File: config.mk
export PLATFORM = sky130hd
export DESIGN_NAME = pll_reset_sequencer
export DESIGN_NICKNAME = d
export VERILOG_FILES = /design/src/rtl/pll_seq_pkg.sv /design/src/rtl/sync_2ff.sv /design/src/rtl/pll_reset_sequencer.sv
export SDC_FILE = /design/constraint.sdc
export NUM_CORES = 1
export LEC_CHECK = 0
export CAP_MARGIN = 20
export CORE_MARGIN = 1.5
export CORE_UTILIZATION = 28
export DETAILED_ROUTE_END_ITERATION = 8
export PLACE_DENSITY = 0.55
export SETUP_SLACK_MARGIN = 0.5
export SLEW_MARGIN = 20
export SYNTH_ARGS = -nofsm -noshare
export SYNTH_HDL_FRONTEND = slang
export SYNTH_SLANG_ARGS = --single-unit
File: constraint.sdc
create_clock -name clk -period 6.3 [get_ports clk]
set_input_delay 0.945 -clock clk [delete_from_list [all_inputs] [get_ports clk]]
set_output_delay 0.945 -clock clk [all_outputs]
set_load 0.02 [all_outputs]
File: src/rtl/pll_seq_pkg.sv
// PLL reset sequencer shared types and helpers.
// State encoding plus constant functions for sizing.
package pll_seq_pkg;

  typedef enum logic [2:0] {
    PLL_RESET = 3'd0,
    WAIT_LOCK = 3'd1,
    STABLE    = 3'd2,
    RELEASE   = 3'd3,
    RUN       = 3'd4,
    FAIL      = 3'd5
  } state_e;

  function automatic int clog2(input int v);
    int r;
    r = 0;
    while ((1 << r) < v) r++;
    return r;
  endfunction

  function automatic int max2(input int a, input int b);
    return (a > b) ? a : b;
  endfunction

endpackage

File: src/rtl/sync_2ff.sv
// Two-flop synchronizer for a single async input.
// Clears to 0 on reset so an unknown input reads as low.
module sync_2ff (
  input  logic clk_i,
  input  logic rst_i,
  input  logic d_i,
  output logic q_o
);

  logic meta_q;
  logic sync_q;

  // Shift the async level through two flops.
  always_ff @(posedge clk_i or posedge rst_i) begin
    if (rst_i) begin
      meta_q <= 1'b0;
      sync_q <= 1'b0;
    end else begin
      meta_q <= d_i;
      sync_q <= meta_q;
    end
  end

  assign q_o = sync_q;

endmodule

File: src/rtl/pll_reset_sequencer.sv
// PLL bring-up sequencer owning the derived system reset.
// Runs on the board oscillator; retries and re-sequences on loss of lock.
module pll_reset_sequencer
  import pll_seq_pkg::*;
#(
  parameter int PLL_RST_CYCLES       = 16,
  parameter int LOCK_STABLE_CYCLES   = 1024,
  parameter int LOCK_TIMEOUT_CYCLES  = 65536,
  parameter int RELEASE_DELAY_CYCLES = 16,
  parameter int MAX_RETRIES          = 3
) (
  input  logic       clk,
  input  logic       reset,
  input  logic       pll_locked,
  input  logic       force_relock,
  output logic       pll_rst,
  output logic       sys_reset,
  output logic       ready,
  output logic       fail,
  output logic [3:0] retry_count,
  output logic [7:0] lol_count
);

  localparam int MAXC = max2(
    max2(PLL_RST_CYCLES, LOCK_STABLE_CYCLES),
    max2(LOCK_TIMEOUT_CYCLES, RELEASE_DELAY_CYCLES));
  localparam int CNT_W = clog2(MAXC) + 1;

  localparam logic [CNT_W-1:0] RST_LAST =
    CNT_W'(PLL_RST_CYCLES - 1);
  localparam logic [CNT_W-1:0] STB_LAST =
    CNT_W'(LOCK_STABLE_CYCLES - 1);
  localparam logic [CNT_W-1:0] TMO_LAST =
    CNT_W'(LOCK_TIMEOUT_CYCLES - 1);
  localparam logic [CNT_W-1:0] REL_LAST =
    CNT_W'(RELEASE_DELAY_CYCLES - 1);
  localparam logic [3:0] RETRY_MAX = 4'(MAX_RETRIES);

  state_e           state_q, state_d;
  logic [CNT_W-1:0] cnt_q, cnt_d;
  logic [3:0]       retry_q, retry_d;
  logic [7:0]       lol_q, lol_d;
  logic             pll_rst_q;
  logic             sys_reset_q;
  logic             ready_q;
  logic             fail_q;
  logic             lock_s;

  sync_2ff u_lock_sync (
    .clk_i (clk),
    .rst_i (reset),
    .d_i   (pll_locked),
    .q_o   (lock_s)
  );

  // Next state, retry and loss-of-lock bookkeeping.
  always_comb begin
    state_d = state_q;
    retry_d = retry_q;
    lol_d   = lol_q;
    if (force_relock) begin
      state_d = PLL_RESET;
      retry_d = '0;
    end else begin
      unique case (state_q)
        PLL_RESET: begin
          if (cnt_q == RST_LAST) state_d = WAIT_LOCK;
        end
        WAIT_LOCK: begin
          if (lock_s) begin
            state_d = STABLE;
          end else if (cnt_q == TMO_LAST) begin
            retry_d = retry_q + 4'd1;
            state_d = (retry_d == RETRY_MAX) ? FAIL : PLL_RESET;
          end
        end
        STABLE: begin
          if (!lock_s) state_d = WAIT_LOCK;
          else if (cnt_q == STB_LAST) state_d = RELEASE;
        end
        RELEASE: begin
          if (!lock_s) begin
            state_d = WAIT_LOCK;
          end else if (cnt_q == REL_LAST) begin
            state_d = RUN;
            retry_d = '0;
          end
        end
        RUN: begin
          if (!lock_s) begin
            state_d = PLL_RESET;
            if (lol_q != 8'hFF) lol_d = lol_q + 8'd1;
          end
        end
        FAIL: begin
          state_d = FAIL;
        end
        default: state_d = PLL_RESET;
      endcase
    end
  end

  // Phase counter restarts on any state change; idles in RUN and FAIL.
  always_comb begin
    cnt_d = cnt_q + CNT_W'(1);
    if (force_relock || (state_d != state_q)) begin
      cnt_d = '0;
    end else if ((state_q == RUN) || (state_q == FAIL)) begin
      cnt_d = cnt_q;
    end
  end

  // State, counters and outputs decoded from the next state.
  always_ff @(posedge clk or posedge reset) begin
    if (reset) begin
      state_q     <= PLL_RESET;
      cnt_q       <= '0;
      retry_q     <= '0;
      lol_q       <= '0;
      pll_rst_q   <= 1'b1;
      sys_reset_q <= 1'b1;
      ready_q     <= 1'b0;
      fail_q      <= 1'b0;
    end else begin
      state_q     <= state_d;
      cnt_q       <= cnt_d;
      retry_q     <= retry_d;
      lol_q       <= lol_d;
      pll_rst_q   <= (state_d == PLL_RESET) || (state_d == FAIL);
      sys_reset_q <= (state_d != RUN);
      ready_q     <= (state_d == RUN);
      fail_q      <= (state_d == FAIL);
    end
  end

  assign pll_rst     = pll_rst_q;
  assign sys_reset   = sys_reset_q;
  assign ready       = ready_q;
  assign fail        = fail_q;
  assign retry_count = retry_q;
  assign lol_count   = lol_q;

endmodule
==> results of run 1 <==
[cell families after synthesis]
logic type | Yosys count | synth area share (%)
buf+inv | 16 | 4.11
flops | 38 | 46.7
xor+xnor | 23 | 9.87
fa+ha+maj | 6 | 3.68
simple gates | 97 | 25.8
compound gates | 24 | 8.77
mux | 2 | 1.04
[placed cells by master, fill, tap and decap left out, types with 2 or more instances in the layout]
| cell type | Yosys | routed |
|---|---|---|
| a211o_1 | 3 | 3 |
| a21bo_2 | 2 | 2 |
| a21oi_1 | 2 | 2 |
| a31oi_1 | 2 | 2 |
| and2_1 | 2 | 2 |
| and3_1 | 6 | 6 |
| and4_1 | 2 | 2 |
| clkbuf_8 | 0 | 6 |
| clkdlybuf4s50_1 | 0 | 19 |
| dfrtp_1 | 36 | 36 |
| dfstp_2 | 2 | 2 |
| ha_1 | 6 | 6 |
| inv_1 | 9 | 9 |
| nand2_1 | 13 | 13 |
| nand2b_1 | 3 | 3 |
| nand3_1 | 12 | 12 |
| nand4_1 | 7 | 7 |
| nor2_1 | 30 | 30 |
| nor3_1 | 4 | 4 |
| nor3b_1 | 3 | 3 |
| nor4_1 | 2 | 2 |
| nor4bb_1 | 2 | 2 |
| o21ai_0 | 6 | 6 |
| or3_1 | 2 | 2 |
| xnor2_1 | 11 | 11 |
| xor2_1 | 12 | 12 |
[critical path: stages, from the launching register on]
cell and delay [ns]:
dfrtp_1 0.39, ha_1 0.18, and3_1 0.20, nand3_1 0.16
nor3_1 0.29, ha_1 0.25, o41a_1 0.16, a21bo_2 0.13
and4_4 0.25, a211o_1 0.51, nor2_1 0.11
[state kept, by name, indices dropped and copies added (netlist names)]
register            flops
pll_rst                 1
u_lock_sync.q_o         1
u_lock_sync.meta_q      1
cnt_q                  17
retry_count             4
fail                    1
lol_count               8
state_q                 3
sys_reset               1
ready                   1
[power groups by stage]
| stage | Clock (W) | Sequential [W] | Combinational, W |
|---|---|---|---|
| global route | 0.000191 | 0.000250 | 0.0000192 |
| CTS | 0.000180 | 0.000249 | 0.0000173 |
| global placement | 0 | 0.000254 | 0.0000170 |
| detailed placement | 0 | 0.000254 | 0.0000172 |
| floorplan | 0 | 0.000254 | 0.0000118 |
| finish | 0.000175 | 0.000249 | 0.0000165 |
[stage by stage]
step	hold slack (ns)	utilization [%]	instances	instance area (um^2)	setup slack, ns
2_1_floorplan	0.331	-	206	2040	3.92
3_3_place_gp	0.334	33.4	315	2310	3.23
3_5_place_dp	0.347	33.4	315	2310	3.19
4_1_cts	0.364	34.7	323	2400	3.44
5_1_grt	0.367	34.7	323	2400	3.23
6_report	0.357	34.7	323	2400	3.50
[per-layer routing]
| layer | global-route usage, % | part of all wire, % |
|---|---|---|
| met2 | 16.9 | 44 |
| met3 | 2.80 | 3.4 |
| met4 | 4.97 | 1.7 |
| met1 | 15.2 | 51 |
| met5 | 0 | 0 |
[how the worst max path moves through the flow]
stage / startpoint / end / cells past startpoint
CTS: cnt_q[0] / cnt_q[5] / 10
global placement: force_relock / lol_count[4] / 6
finish: cnt_q[0] / cnt_q[5] / 10
detailed placement: force_relock / lol_count[6] / 6
floorplan: force_relock / lol_count[4] / 5
global route: cnt_q[1] / cnt_q[11] / 10
[cell type report]
| class | count | share of cell area (%) |
|---|---|---|
| tap | 96 | 5.01 |
| sequential | 38 | 39.7 |
| timing repair buffer | 20 | 8.24 |
| multi-input combinational | 152 | 41.8 |
| inverter | 9 | 1.41 |
| clock buffer | 7 | 3.60 |
| clock inverter | 1 | 0.209 |
==> flow_summary.toml, run 1 <==
[status]
status = "completed"

[min_path]
hold_path_end = "u_lock_sync.q_o"
hp-start = "u_lock_sync.meta_q"
hold_path.class = "register to register"
hold_path_depth = 0

[sta]
drv_slew = 0
hold_viol_final = 0
fin_skew_ns = 0.00524
period_share_pct = 44.5
finalSetupViolations = 0
fmax_ghz = 0.357
max_slew_margin_pct = 60.6
worst_pin_slew_ns = 0.590
fin_crit_ns = 2.80
rsz0062_at_grt = "false"
tns_ns = 0

[detailed_routing]
drc_errors = 0
first_iter_violations = 53
vias = 1524
via_per_inst = 4.72
dr.pass1.iters = 4
routed_wirelength_mm = 3.86
antenna_left = 0
wl_per_cell_um = 12.0

[cts]
clk_latency_ns = 0.29
post_cts_buffers = 0
cts_inserted_buffers = 5
clk_path_buf_depth = 2
cts_sinks = 38
cts_resized = 0
htree_levels = 2
path_clk_slew_ns = 0.08
root_buffer = "clkbuf_8"
cts_tree = "done"
ctsHoldBuffers = 0

[cells_and_area]
syn2layout_area_growth_pct = 17.6
register_area_um2 = 953
multi_input_area_um2 = 1000
drive_gt1_share_pct = 8.37
fillers = 736
nets = 236
diodes = 0

[floorplanning]
pin_count = 20
num_rows = 30
chipWidth_um = 88.4
die_area_um2 = 7810
initial_core_util_pct = 29.5
fp.dieH_um = 88.4
core_region_area_um2 = 6910

[synth]
synth_enable_flop_cells = 0
synth.top_cell.area_share_pct = 44.1
ys_types = 49
synth_most_common_cell = "dfrtp_1"
synthTopCellsByArea = "dfrtp_1, nor2_1, xor2_1, xnor2_1, ha_1"
syn-instance-count = 206
ys.flop_type = "dfrtp_1"
synth_fp_nets = 216
ys_ff_latch = 38
yosysWarnings = 0
netlist.top_cell.by_area = "dfrtp_1"
synth_common_cells = "dfrtp_1, nor2_1, nand2_1, nand3_1, xor2_1"
syn_avg_cell_area_um2 = 9.91
async_reset_ff_share_pct = 100
synth_area_um2 = 2040
yosysSeqAreaShare_pct = 46.7

[pwr]
p_int_w = 0.000341
leakage_nw = 1.03
ir_drop_mv = 0.0554
pwr-share-seq_pct = 56.6
powerDensity_nw_per_um2 = 184
switchingPower_w = 0.000100
fin_total_pwr_w = 0.000441
combPwrFrac_pct = 3.7
p_clk_share_pct = 39.7
p_sw_share_pct = 22.7

[global_routing]
antenna_found_initial = 0
grtUsageTotal_pct = 11.2
overflow = 0
grt_pass1_vias = 1470
grt_max_degree = 39
grt_pass1_wl_mm = 6.80

[worst_setup_path]
r2r_end = "cnt_q[5]"
regToRegStartpoint = "cnt_q[0]"
cp_max_fo = 17
required_ns = 6.46
startpoint_type = "register"
rrSetupSlack_ns = 3.50
ff2ff_path_depth = 10
end_kind = "register"
cp_data_arrival_time_ns = 2.96
path_class = "register to register"

[placement]
hpwl_mm = 2.69
portBuffers = 19
gp_congestion = 0.780

[run]
cap_violations = 0
(Power assumes the default switching activity.)
==> run 2, diff against run 1 <==
Settings changed: PLACE_DENSITY 0.55 to 0.57.
Clock period 6.3 ns to 2.5 ns, I/O delays scaled along.
==> flow_summary.toml, run 2 (synthesis gave the netlist of run 1 again) <==
[cells_and_area]
top_register = "cnt_q"
largest_reg_flops = 17
mostFrequentLayoutCells = "dfrtp_1, nor2_1, buf_4"
drive_gt1_share_pct = 28.7
diodes = 0
utilization_pct = 40.2
fillers = 686
final_common_cell = "dfrtp_1"
final_cells = 350
syn2layout_area_growth_pct = 36.1
nets = 263

[sta]
fin_crit_ns = 2.27
max_slew_margin_pct = 67.6
setup_ws_ns = 0.228
fin_skew_ns = 0.00969
period_share_pct = 90.9
finalSetupViolations = 0
holdWs_ns = 0.352
tns_ns = 0
hold_viol_final = 0
drv_slew = 0
rsz0062_at_grt = "true"
fmax_ghz = 0.440
worst_pin_slew_ns = 0.486

[detailed_routing]
drc_errors = 0
routed_wirelength_mm = 4.40
dr.pass1.iters = 4
wl_per_cell_um = 12.6
via_per_inst = 4.68
vias = 1638
first_iter_violations = 66
antenna_left = 0

[global_routing]
grt_max_degree = 39
overflow = 0
antenna_found_initial = 0
grtUsageTotal_pct = 11.7
grt_pass1_wl_mm = 7.22
grt_pass1_vias = 1555

[min_path]
hold_path_end = "u_lock_sync.q_o"
hp-start = "u_lock_sync.meta_q"
hold_path_depth = 0
hold_path.class = "register to register"

[worst_setup_path]
cp_max_fo = 17
path_class = "register to register"
end_kind = "register"
cpMostUsedCell = "ha_2"
worstPathCellList = "ha_2 > and3_4 > nand3_4 > nor3_4 > ha_2 > o41a_1 > a21bo_2 > and4_4 > a211o_1 > buf_12 > a211oi_2"
cp_data_arrival_time_ns = 2.48
startpoint_type = "register"
cpPeakStageDelay_ns = 0.39
r2r_end = "cnt_q[16]"
rrSetupSlack_ns = 0.23
required_ns = 2.71
crit_slowest_cell = "dfrtp_1"
regToRegStartpoint = "cnt_q[1]"
ff2ff_path_depth = 11

[pwr]
ir_drop_mv = 0.290
leakage_nw = 1.17
powerDensity_nw_per_um2 = 439

[floorplanning]
die_area_um2 = 7810
initial_core_util_pct = 29.5
pin_count = 20
core_region_area_um2 = 6910
chipWidth_um = 88.4
num_rows = 30
fp.dieH_um = 88.4

[cts]
root_buffer = "clkbuf_8"
cts_inserted_buffers = 5
ctsHoldBuffers = 0
cts_tree = "done"
htree_levels = 2
cts_sinks = 38
clk_latency_ns = 0.30
clk_path_buf_depth = 2
path_clk_slew_ns = 0.08

[placement]
portBuffers = 19
gp_congestion = 0.775
place_worst_setup_slack_ns = 0.178
hpwl_mm = 2.81
dp_cells = 319

[run]
cap_violations = 0

[status]
status = "completed"
run 2: stage by stage:
step | cell area, um^2 | power, W
finish | 2780 | 0.00122
global route | 2780 | 0.00127
CTS | 2640 | 0.00124
detailed placement | 2400 | 0.000688
global placement | 2400 | 0.000688
floorplan | 2090 | 0.000670
run 2: metal layers:
layer / wire [um] / track usage [%] / vias up
li1: - / - / 816
met1: 2090 / 15.2 / 794
met2: 2120 / 19.4 / 21
met3: 145 / 3.08 / 7
met4: 46 / 3.27 / 0
met5: 0 / 0 / -
run 2: final cells by class:
class	instances	area [um^2]	area share, %
clock inverters	3	45.0	1.62
flip-flops and latches	38	957	34.5
well taps	96	120	4.32
multi-input cells	152	1120	40.5
inverters	9	33.8	1.22
repair buffers	47	428	15.4
clock buffers	5	68.8	2.48
run 2: critical path, delay by kind of cell (launching register included):
kind	cells	cell delay, ns
buf+inv	1	0.16
compound gates	4	0.73
flops	1	0.39
fa+ha+maj	2	0.38
simple gates	4	0.52
run 2: how the worst max path moves through the flow:
stage	startpoint	end	slack [ns]	cells past startpoint
after floorplan	cnt_q[0]	cnt_q[10]	0.31	12
after global placement	cnt_q[1]	cnt_q[16]	0.21	11
after detailed placement	cnt_q[1]	cnt_q[16]	0.18	11
after CTS	cnt_q[1]	cnt_q[16]	0.24	11
after global routing	cnt_q[1]	cnt_q[16]	0.11	11
final	cnt_q[1]	cnt_q[16]	0.23	11
run 2: timing repair:
action                     in CTS  in global routing
pin swaps                       2                  4
resized for setup               7                 21
setup endpoints to repair      24                 33
buffers inserted               13                 10
hold endpoints to repair        0                  0
run 2: power by group:
part	switching (W)	internal, W
logic	0.0000305	0.0000232
clock network	0.000240	0.000297
registers	0.00000702	0.000621
total	0.000277	0.000941
==> run 3, diff against run 2 <==
Settings changed: CAP_MARGIN 20 to default, CORE_UTILIZATION 28 to 51, PLACE_DENSITY 0.57 to 0.85, TNS_END_PERCENT from default to 10.
==> flow_summary.toml, run 3 (synthesis gave the netlist of run 1 again) <==
[cells_and_area]
drive_gt1_share_pct = 21.8
nets = 248
mostFrequentLayoutCells = "dfrtp_1, nor2_1, clkdlybuf4s50_1"
multi_input_area_um2 = 1100
diodes = 0
top_register = "cnt_q"
final_common_cell = "dfrtp_1"
register_area_um2 = 956
fillers = 308
syn2layout_area_growth_pct = 23.7
largest_reg_flops = 17
utilization_pct = 67.4

[detailed_routing]
dr.pass1.iters = 4
met3WireLength_um = 158
routed_wirelength_mm = 4.05
via_per_inst = 5.55
antenna_left = 0
wl_met2_mm = 2.06
vias = 1594
top_layer_used = "met4"
wl_per_cell_um = 14.1
met1_length_mm = 1.78
drc_errors = 0
first_iter_violations = 62

[floorplanning]
initial_core_util_pct = 54.5
die_area_um2 = 4390
chipWidth_um = 66.3
core_region_area_um2 = 3740
fp.dieH_um = 66.3
pin_count = 20
num_rows = 22

[global_routing]
grt_max_degree = 39
grt_pass1_vias = 1628
overflow = 0
antenna_found_initial = 0
grt_pass1_wl_mm = 7.09
grtUsageTotal_pct = 21.3

[pwr]
ir_drop_mv = 0.355
leakage_nw = 1.08
p_clk_share_pct = 37.0
p_int_w = 0.000837
powerDensity_nw_per_um2 = 430
switchingPower_w = 0.000247
pwr-share-seq_pct = 57.9
p_sw_share_pct = 22.8
combPwrFrac_pct = 5.1

[min_path]
hold_path.class = "register to register"

[cts]
ctsHoldBuffers = 0
cts_tree = "done"
path_clk_slew_ns = 0.07
root_buffer = "clkbuf_8"
cts_inserted_buffers = 5
clk_path_buf_depth = 2
htree_levels = 2
cts_sinks = 38
clk_latency_ns = 0.29

[worst_setup_path]
cp_max_fo = 6
rrSetupSlack_ns = 0.23
crit_slowest_cell = "dfrtp_1"
required_ns = 2.73
worstPathCellList = "ha_2 > and3_4 > nand3_4 > nor3_4 > ha_2 > o41a_1 > a21bo_2 > and4_4 > a211o_4 > buf_6 > nor2_4"
critPathBufInv = 1
cpMostUsedCell = "ha_2"
cpPeakStageDelay_ns = 0.40
cp_data_arrival_time_ns = 2.50
startpoint_type = "register"
path_class = "register to register"
cp_top_family = "compound AO/OA/AOI/OAI gates"
end_kind = "register"

[sta]
tns_ns = 0
max_slew_margin_pct = 66.6
fin_crit_ns = 2.27
worst_pin_slew_ns = 0.499
period_share_pct = 90.9
rsz0062_at_grt = "true"
finalSetupViolations = 0
drv_slew = 0
fmax_ghz = 0.440
fin_skew_ns = 0.00848
setup_ws_ns = 0.227
hold_viol_final = 0
holdWs_ns = 0.356

[placement]
place_worst_setup_slack_ns = 0.142
hpwl_mm = 2.83
gp_congestion = 0.835
portBuffers = 19

[status]
status = "completed"

[run]
cap_violations = 0
-- run 3: per-layer routing --
layer,vias up,track usage [%]
met1,777,26.9
li1,780,-
met5,-,0
met4,0,8.16
met2,28,35.3
met3,9,4.77
-- run 3: layout make-up --
class | count | share of cell area (%)
inverter | 9 | 1.34
multi-input combinational | 152 | 43.4
sequential | 38 | 37.9
clock inverter | 2 | 0.397
clock buffer | 6 | 2.88
tap | 48 | 2.38
timing repair buffer | 32 | 11.7
-- run 3: final timing paths --
path / to / cells past startpoint / startpoint
max reg2reg: cnt_q[12] / 11 / cnt_q[0]
min in group asynchronous: lol_count[5] / 3 / reset
max: cnt_q[12] / 11 / cnt_q[0]
min reg2reg: u_lock_sync.q_o / 0 / u_lock_sync.meta_q
min: u_lock_sync.q_o / 0 / u_lock_sync.meta_q
max in group asynchronous: retry_count[0] / 3 / reset
-- run 3: power groups by stage --
stage | registers, W | clock network (W) | logic (W)
after CTS | 0.000627 | 0.000421 | 0.0000558
after detailed placement | 0.000640 | 0 | 0.0000449
after global placement | 0.000640 | 0 | 0.0000439
final | 0.000628 | 0.000402 | 0.0000553
after global routing | 0.000628 | 0.000443 | 0.0000632
after floorplan | 0.000640 | 0 | 0.0000304
-- run 3: timing repair --
action                     4_1_cts  5_1_grt
buffers inserted                 6        0
setup endpoints to repair       21       31
pin swaps                        3        1
resized for setup               11        5
cloned                           0        0
-- run 3: stage by stage --
step	cell area, um^2	power (W)	cells
final	2520	0.00108	287
after global routing	2520	0.00113	287
after global placement	2340	0.000684	273
after CTS	2500	0.00110	287
after floorplan	2080	0.000670	206
after detailed placement	2340	0.000685	273
